[config.mk]
export PLATFORM = sky130hd
export DESIGN_NAME = wptr_full_ctrl
export DESIGN_NICKNAME = d
export VERILOG_FILES = /design/src/rtl/fifo_pkg.sv /design/src/rtl/sync_2ff.sv /design/src/rtl/wptr_full_ctrl.sv
export SDC_FILE = /design/constraint.sdc
export NUM_CORES = 1
export LEC_CHECK = 0
export ABC_AREA = 1
export CAP_MARGIN = 20
export CORE_ASPECT_RATIO = 0.75
export CORE_MARGIN = 2
export CORE_UTILIZATION = 50
export DETAILED_ROUTE_END_ITERATION = 6
export PLACE_DENSITY = 0.77
export SLEW_MARGIN = 20
export SYNTH_ARGS = -nofsm -noshare
export SYNTH_HDL_FRONTEND = slang
export SYNTH_SLANG_ARGS = --single-unit
[constraint.sdc]
create_clock -name wclk -period 3.3 [get_ports wclk]
set_input_delay 0.825 -clock wclk [delete_from_list [all_inputs] [get_ports wclk]]
set_output_delay 0.825 -clock wclk [all_outputs]
set_load 0.05 [all_outputs]
[src/rtl/fifo_pkg.sv]
// Shared async-FIFO definitions: default geometry, pointer type and Gray-code
// conversions used by the write/read controllers and the memory.
package fifo_pkg;

  localparam int PTR_WIDTH = 8;
  localparam int DEPTH     = 1 << PTR_WIDTH;

  // Pointers carry one extra wrap bit above the memory address.
  typedef logic [PTR_WIDTH:0] ptr_t;

  function automatic ptr_t bin2gray(input ptr_t b);
    return b ^ (b >> 1);
  endfunction

  function automatic ptr_t gray2bin(input ptr_t g);
    ptr_t b;
    b[PTR_WIDTH] = g[PTR_WIDTH];
    for (int i = PTR_WIDTH - 1; i >= 0; i--) begin
      b[i] = b[i+1] ^ g[i];
    end
    return b;
  endfunction

endpackage

[src/rtl/sync_2ff.sv]
// Two-flop synchroniser for a Gray-coded bus crossing into the local clock domain.
module sync_2ff #(
  parameter int WIDTH = 1
) (
  input  logic             clk,
  input  logic             rst_n,
  input  logic [WIDTH-1:0] i_d,
  output logic [WIDTH-1:0] o_q
);

  logic [WIDTH-1:0] r_meta;

  // NOTE: non-blocking assignments keep the two stages a true shift; with
  // blocking ones the input would race straight through both flops.
  always_ff @(posedge clk or negedge rst_n) begin
    if (!rst_n) begin
      r_meta <= '0;
      o_q    <= '0;
    end else begin
      r_meta <= i_d;
      o_q    <= r_meta;
    end
  end

endmodule

[src/rtl/wptr_full_ctrl.sv]
// Write-domain pointer and status controller: write address, Gray pointer export,
// synchronised read pointer, full/almost_full/level and overflow reporting.
module wptr_full_ctrl #(
  parameter int PTR_WIDTH      = fifo_pkg::PTR_WIDTH,
  parameter int DEPTH          = fifo_pkg::DEPTH,
  parameter int ALMOST_FULL_TH = 224
) (
  input  logic               wclk,
  input  logic               wrst_n,
  input  logic               w_en,
  input  logic [PTR_WIDTH:0] g_rptr_async,
  input  logic               clr_err,
  output logic [PTR_WIDTH:0] b_wptr,
  output logic [PTR_WIDTH:0] g_wptr,
  output logic               full,
  output logic               almost_full,
  output logic [PTR_WIDTH:0] w_level,
  output logic               overflow,
  output logic               overflow_sticky
);

  import fifo_pkg::ptr_t;
  import fifo_pkg::bin2gray;
  import fifo_pkg::gray2bin;

  localparam int AF_TH_CLAMP = (ALMOST_FULL_TH > DEPTH) ? DEPTH : ALMOST_FULL_TH;
  localparam logic [PTR_WIDTH:0] AF_TH = AF_TH_CLAMP[PTR_WIDTH:0];

  logic [PTR_WIDTH:0] w_g_rptr_s;
  logic [PTR_WIDTH:0] w_rbin;
  logic [PTR_WIDTH:0] w_b_wptr_next;
  logic [PTR_WIDTH:0] w_g_wptr_next;
  logic [PTR_WIDTH:0] w_level_next;
  logic [PTR_WIDTH:0] w_g_rptr_full;
  ptr_t               w_rbin_pkg;
  ptr_t               w_g_next_pkg;
  logic               w_accept;
  logic               w_full_next;
  logic               w_ovf_next;

  sync_2ff #(
    .WIDTH(PTR_WIDTH + 1)
  ) u_sync_rptr (
    .clk  (wclk),
    .rst_n(wrst_n),
    .i_d  (g_rptr_async),
    .o_q  (w_g_rptr_s)
  );

  // Package helpers are sized for the package width; narrower pointers are
  // zero-extended, which leaves both conversions exact.
  assign w_rbin_pkg = gray2bin(ptr_t'(w_g_rptr_s));
  assign w_rbin     = w_rbin_pkg[PTR_WIDTH:0];

  assign w_accept      = w_en && !full;
  assign w_ovf_next    = w_en && full;
  assign w_b_wptr_next = b_wptr + {{PTR_WIDTH{1'b0}}, w_accept};
  assign w_g_next_pkg  = bin2gray(ptr_t'(w_b_wptr_next));
  assign w_g_wptr_next = w_g_next_pkg[PTR_WIDTH:0];
  assign w_level_next  = w_b_wptr_next - w_rbin;

  // Full when the write pointer is exactly one lap ahead: in Gray code that is
  // the read pointer with its two top bits inverted.
  assign w_g_rptr_full = {~w_g_rptr_s[PTR_WIDTH -: 2], w_g_rptr_s[PTR_WIDTH-2:0]};
  assign w_full_next   = (w_g_wptr_next == w_g_rptr_full);

  always_ff @(posedge wclk or negedge wrst_n) begin
    if (!wrst_n) begin
      b_wptr          <= '0;
      g_wptr          <= '0;
      full            <= 1'b0;
      almost_full     <= 1'b0;
      w_level         <= '0;
      overflow        <= 1'b0;
      overflow_sticky <= 1'b0;
    end else begin
      b_wptr          <= w_b_wptr_next;
      g_wptr          <= w_g_wptr_next;
      full            <= w_full_next;
      almost_full     <= (w_level_next >= AF_TH);
      w_level         <= w_level_next;
      overflow        <= w_ovf_next;
      overflow_sticky <= w_ovf_next | (overflow_sticky & ~clr_err);
    end
  end

endmodule

# After elaboration in Yosys (flattened, before gate mapping)
# Cells that the tools add are included.
[totals]
register_bits = 49
out_inout_bits = 31
elab_cells = 29
[classes]
addsub = 2
magnitude_cmp = 1
eq_ne = 1
bitwise = 13
reduce_logical = 3
[ops]
columns = ["cell", "count"]
rows = [
  ["adder 9 x 1 -> 9 bit", 1],
  ["== test 9 bit", 1],
  [">= comparator 9 x 8 -> 1 bit (second input constant)", 1],
  ["subtractor 9 bit", 1],
  ["XOR 9 x 8 -> 9 bit", 1],
  ["XOR 1 bit", 8],
  ["logical AND 1 bit", 2],
  ["NOT 2 bit", 1],
  ["AND 1 bit", 1],
  ["logical NOT 1 bit", 1],
  ["NOT 1 bit", 1],
  ["bitwise OR 1 bit", 1],
]

# Depth between registers and ports, before layout
[logic_depth]
word_depth = 10
ltp_mapped = 22
ltp_nobuf = 22

# By module
# From an unflattened synthesis, not the netlist that was laid out.
[unflattened]
cells_unflattened = 238
hier_area_um2 = 2205.9
[by_module_without_submodules]
columns = ["mod", "instances", "cells_each", "area_per_inst_um2", "seq_area_each_um2"]
rows = [
  ["wptr_full_ctrl", 1, 220, 1755.4, 750.7],
  ["sync_2ff", 1, 18, 450.4, 450.4],
]

# Worst setup path before layout
# Ideal clock, no wire load.
[synth_path]
path_type = "input to register"
start = "in w_en"
end = "reg almost_full"
setup_time_ps = 120
arrival_ps = 2902
t_required_ps = 3180
slack_ps = 278
cell_stages = 15
n_path_buf = 0
cell_sequence = "inv_1 -> nor2_1 -> ha_1 -> ha_1 -> xnor2_1 -> inv_1 -> ha_1 -> nand2_1 -> o21ai_0 -> a21oi_1 -> o21bai_1 -> xor2_1 -> nor2_1 -> nand2_1 -> nand2_1"
[synth_via]
elab_chain_cells = 4
[synth_rtl]
columns = ["item", "line_no", "text"]
rows = [
  ["from (decl)", "wptr_full_ctrl.sv:10", "input logic w_en,"],
  ["logical AND 1 bit", "wptr_full_ctrl.sv:55", "assign w_accept = w_en && !full;"],
  ["adder 9 x 1 -> 9 bit", "wptr_full_ctrl.sv:57", "assign w_b_wptr_next = b_wptr + {{PTR_WIDTH{1'b0}}, w_accept};"],
  ["named net w_b_wptr_next[2]", "wptr_full_ctrl.sv:31", "logic [PTR_WIDTH:0] w_b_wptr_next;"],
  ["subtractor 9 bit", "wptr_full_ctrl.sv:60", "assign w_level_next = w_b_wptr_next - w_rbin;"],
  [">= comparator 9 x 8 -> 1 bit", "wptr_full_ctrl.sv:80", "almost_full <= (w_level_next >= AF_TH);"],
  ["to (signal assigned)", "wptr_full_ctrl.sv:80", ""],
  ["to (decl)", "wptr_full_ctrl.sv:16", "output logic almost_full,"],
]
# The timed path passes the listed nets, and every way through them passes these cells.

# Worst setup path in the final report
[layout_path]
start = "reg u_sync_rptr.o_q[8]"
end = "reg almost_full"
[layout_via]
elab_chain_cells = 10
[layout_rtl]
columns = ["item", "line_no", "text"]
rows = [
  ["from (decl)", "sync_2ff.sv:8", "output logic [WIDTH-1:0] o_q"],
  ["from (signal assigned)", "sync_2ff.sv:21", "o_q <= r_meta;"],
  ["XOR 1 bit (8 in series)", "fifo_pkg.sv:19", "b[i] = b[i+1] ^ g[i];"],
  ["subtractor 9 bit (*)", "wptr_full_ctrl.sv:60", ""],
  [">= comparator 9 x 8 -> 1 bit (*)", "wptr_full_ctrl.sv:80", ""],
]
# Mark *: on every way between the ends. The rest lies on a longest branch, timed or not.

==> results by group <==
Logic synthesis
  • Most common cell in the netlist: nand2_1
  • Post-Syn Instances: 238
  • Yosys reg bits: 48
  • Post-synth top area share: 53.8%
  • Dominant cells by area after synthesis: dfrtp_1 54%, nand2_1 9.4%, nand3_1 6.1%
  • Number of enable flip-flop cells after synthesis: 0
  • Ys flop type: dfrtp_1
  • Commonest cells in the netlist: 56 x nand2_1, 48 x dfrtp_1, 30 x inv_1, 27 x nand3_1, 11 x nand2_2
  • Syn Area/Cell: approximately 9.4 sq um
  • Synth Warn #: 0
  • Syn Nets: 262
  • Sequential share of the synthesized area: a little over half
  • Unique masters post-synth: 24
  • Netlist Area Pre-Place: about 0.0022 sq mm
  • Asr flop ratio synth: 100%
  • Synth area leader: dfrtp_1

Clocking
  • Hold-fix buffers, CTS: 0
  • Clock latency on the worst-skew pair: 0.29 ns
  • H-tree Lvls: 2
  • Deepest clock path buffer count: 2
  • Root Buffer: clkbuf_8
  • Clock slew at reported path FFs: 0.08 ns
  • CTS tree: yes
  • Clock sink count: 48
  • CTS buffer count: 5

Drt
  • DR iter-0 viols: about 60
  • Routed wire length: slightly below 5000 um
  • Remaining DRCs: 0
  • Routed WL per cell: 13.1 um
  • Detail Route Antenna Nets: 0
  • Top Layer Used: met4
  • Met2 wire length: 2330 um
  • Vias per inst: 4.98
  • Met1 wire length: 2220 um
  • Met3 wire length: 292 um
  • Detailed-route via count: 1866
  • Drt pass-1 iters: 4

Timing
  • Final hold vios: 0
  • Clock skew: between 0.004 and 0.005 ns
  • Slew @ Worst Pin: just under 0.6 ns
  • Period utilization: 93.4%
  • Worst hold margin: 0.352 ns
  • Max Fclk: ~320 MHz
  • Slew Viols, Final: 0
  • Final setup fails: 0
  • Post-route setup slack: between 0.2 and 0.25 ns
  • Relative slew slack: 61.3%
  • Post-layout min period: 3.08 ns

Job
  • Max Cap Viol: 0

Floorplan
  • Site Rows: 21
  • Die Wd: 81.2 um
  • I/O pins: between 40 and 50
  • Core footprint: 0.00439 sq mm
  • Initial Utilization: 50.9%
  • Die Footprint: 0.00502 sq mm
  • Chip height: ~62 um

Finish
  • Footprint of the multi-input gates: 0.00110 sq mm
  • Fillers: about 300
  • Layout cells sized above 1: 30.5%
  • Cell area after layout: 0.00325 sq mm
  • # diodes: 0
  • Final nets: 342
  • Area delta synth->final: 45.4%
  • Seq. cell area: roughly 0.0012 sq mm
  • Fin util: around three quarters

Global route
  • Global-route total usage across every layer: 20.1%
  • Largest net degree at the start of global routing: 49
  • Initial antenna violation count: 0
  • GRT Residual Overflow: 0
  • Vias in the first global route: 1713
  • First-pass GRT wire length: about 7500 um

Worst setup path
  • Crit end category: flip-flop
  • Crit path arrival time: roughly 3.3 ns
  • Startpoint Class: flip-flop
  • Crit Path Class: flip-flop to flip-flop
  • R2r setup slk: 0.22 ns
  • Crit path max fanout: 4
  • Worst EP required: around 3.5 ns

Place
  • RD Place Congestion: 0.813
  • DP Area: roughly 0.0029 sq mm
  • DP Worst Slack: -0.351 ns
  • Dpl hpwl: 3350 um
  • # port buffers: 43

Hold path
  • Worst Hold Class: flip-flop to flip-flop

Run status
  • Status: finished clean
==> cells in the final DEF (no fill, tap or decap), drive strengths merged <==
cell type	n
o21ai	5
or2	1
nand3	31
buf	32
a211oi	1
nor2	9
clkbuf	6
inv	36
dfrtp	48
dlymetal6s2s	1
xnor2	3
o21bai	2
nand4	4
clkinv	1
a21oi	8
nor3	2
clkdlybuf4s50	41
fa	1
xor2	8
ha	10
nand2	68
==> metal layers <==
metal / up-vias / global-route usage (%)
met5: - / 0
met4: 0 / 5.08
met2: 66 / 33.2
met3: 11 / 5.06
li1: 910 / -
met1: 879 / 27.0
==> state kept, by name, summed over array words and instances (netlist names) <==
signal,cells
almost_full,1
overflow,1
g_wptr,8
overflow_sticky,1
full,1
u_sync_rptr.r_meta,9
u_sync_rptr.o_q,9
b_wptr,9
w_level,9
==> metrics by stage <==
stage                     setup TNS [ns]  cells
after detailed placement           -1.04    361
after global placement            -0.430    361
after CTS                              0    369
after global routing              -0.227    375
final                                  0    375
after floorplan                        0    238
==> critical path, stage by stage (launching register included) <==
cell      delay, ns
dfrtp_1        0.42
buf_4          0.14
nand2_1        0.06
nand3_2        0.12
nand2_4        0.07
nand2_1        0.10
nand3_2        0.12
nand2_2        0.13
nand2_1        0.11
nand3_2        0.10
nand3_1        0.10
nand3_1        0.08
nand2_1        0.06
ha_1           0.20
fa_2           0.36
o21ai_2        0.15
a21oi_1        0.08
o21bai_1       0.18
xor2_1         0.22
nor2_1         0.06
nand2_1        0.07
nand2_1        0.05
==> cells by family (layout without fill, tap and decap cells) <==
logic type	Yosys count	after routing	synth area share (%)
adders and majority gates	11	11	6.50
and+or+nand+nor	115	115	24.8
xor gates and xnor gates	11	11	4.65
buffers and inverters	37	117	6.39
AOI/OAI and AO/OA	16	16	3.92
DFF	48	48	53.8
==> final timing paths <==
path / from / to / depth (start not counted)
worst max-delay path: u_sync_rptr.o_q[8] / almost_full / 21
worst min-delay path: u_sync_rptr.r_meta[3] / u_sync_rptr.o_q[3] / 0
worst max register to register: u_sync_rptr.o_q[8] / almost_full / 21
worst min register to register: u_sync_rptr.r_meta[3] / u_sync_rptr.o_q[3] / 0
max in group asynchronous: wrst_n / u_sync_rptr.o_q[3] / 1
min in group asynchronous: wrst_n / b_wptr[8] / 1
==> repair_timing <==
| action | in CTS | in global routing |
|---|---|---|
| buffers inserted | 1 | 6 |
| gates resized for setup | 9 | 35 |
| pin swaps | 5 | 18 |
| endpoints found under the setup margin | 1 | 4 |
==> cell type report <==
type / count / share of cell area (%)
Sequential cell: 48 / 37.0
Multi-Input combinational cell: 153 / 33.8
Timing Repair Buffer: 74 / 20.4
Inverter: 36 / 4.24
Clock buffer: 6 / 2.24
Tap cell: 57 / 2.20
Clock inverter: 1 / 0.154
Power is left out: the tool's default activity adds up to more than one toggle a clock period on the data nets, which glitch-free logic cannot reach.
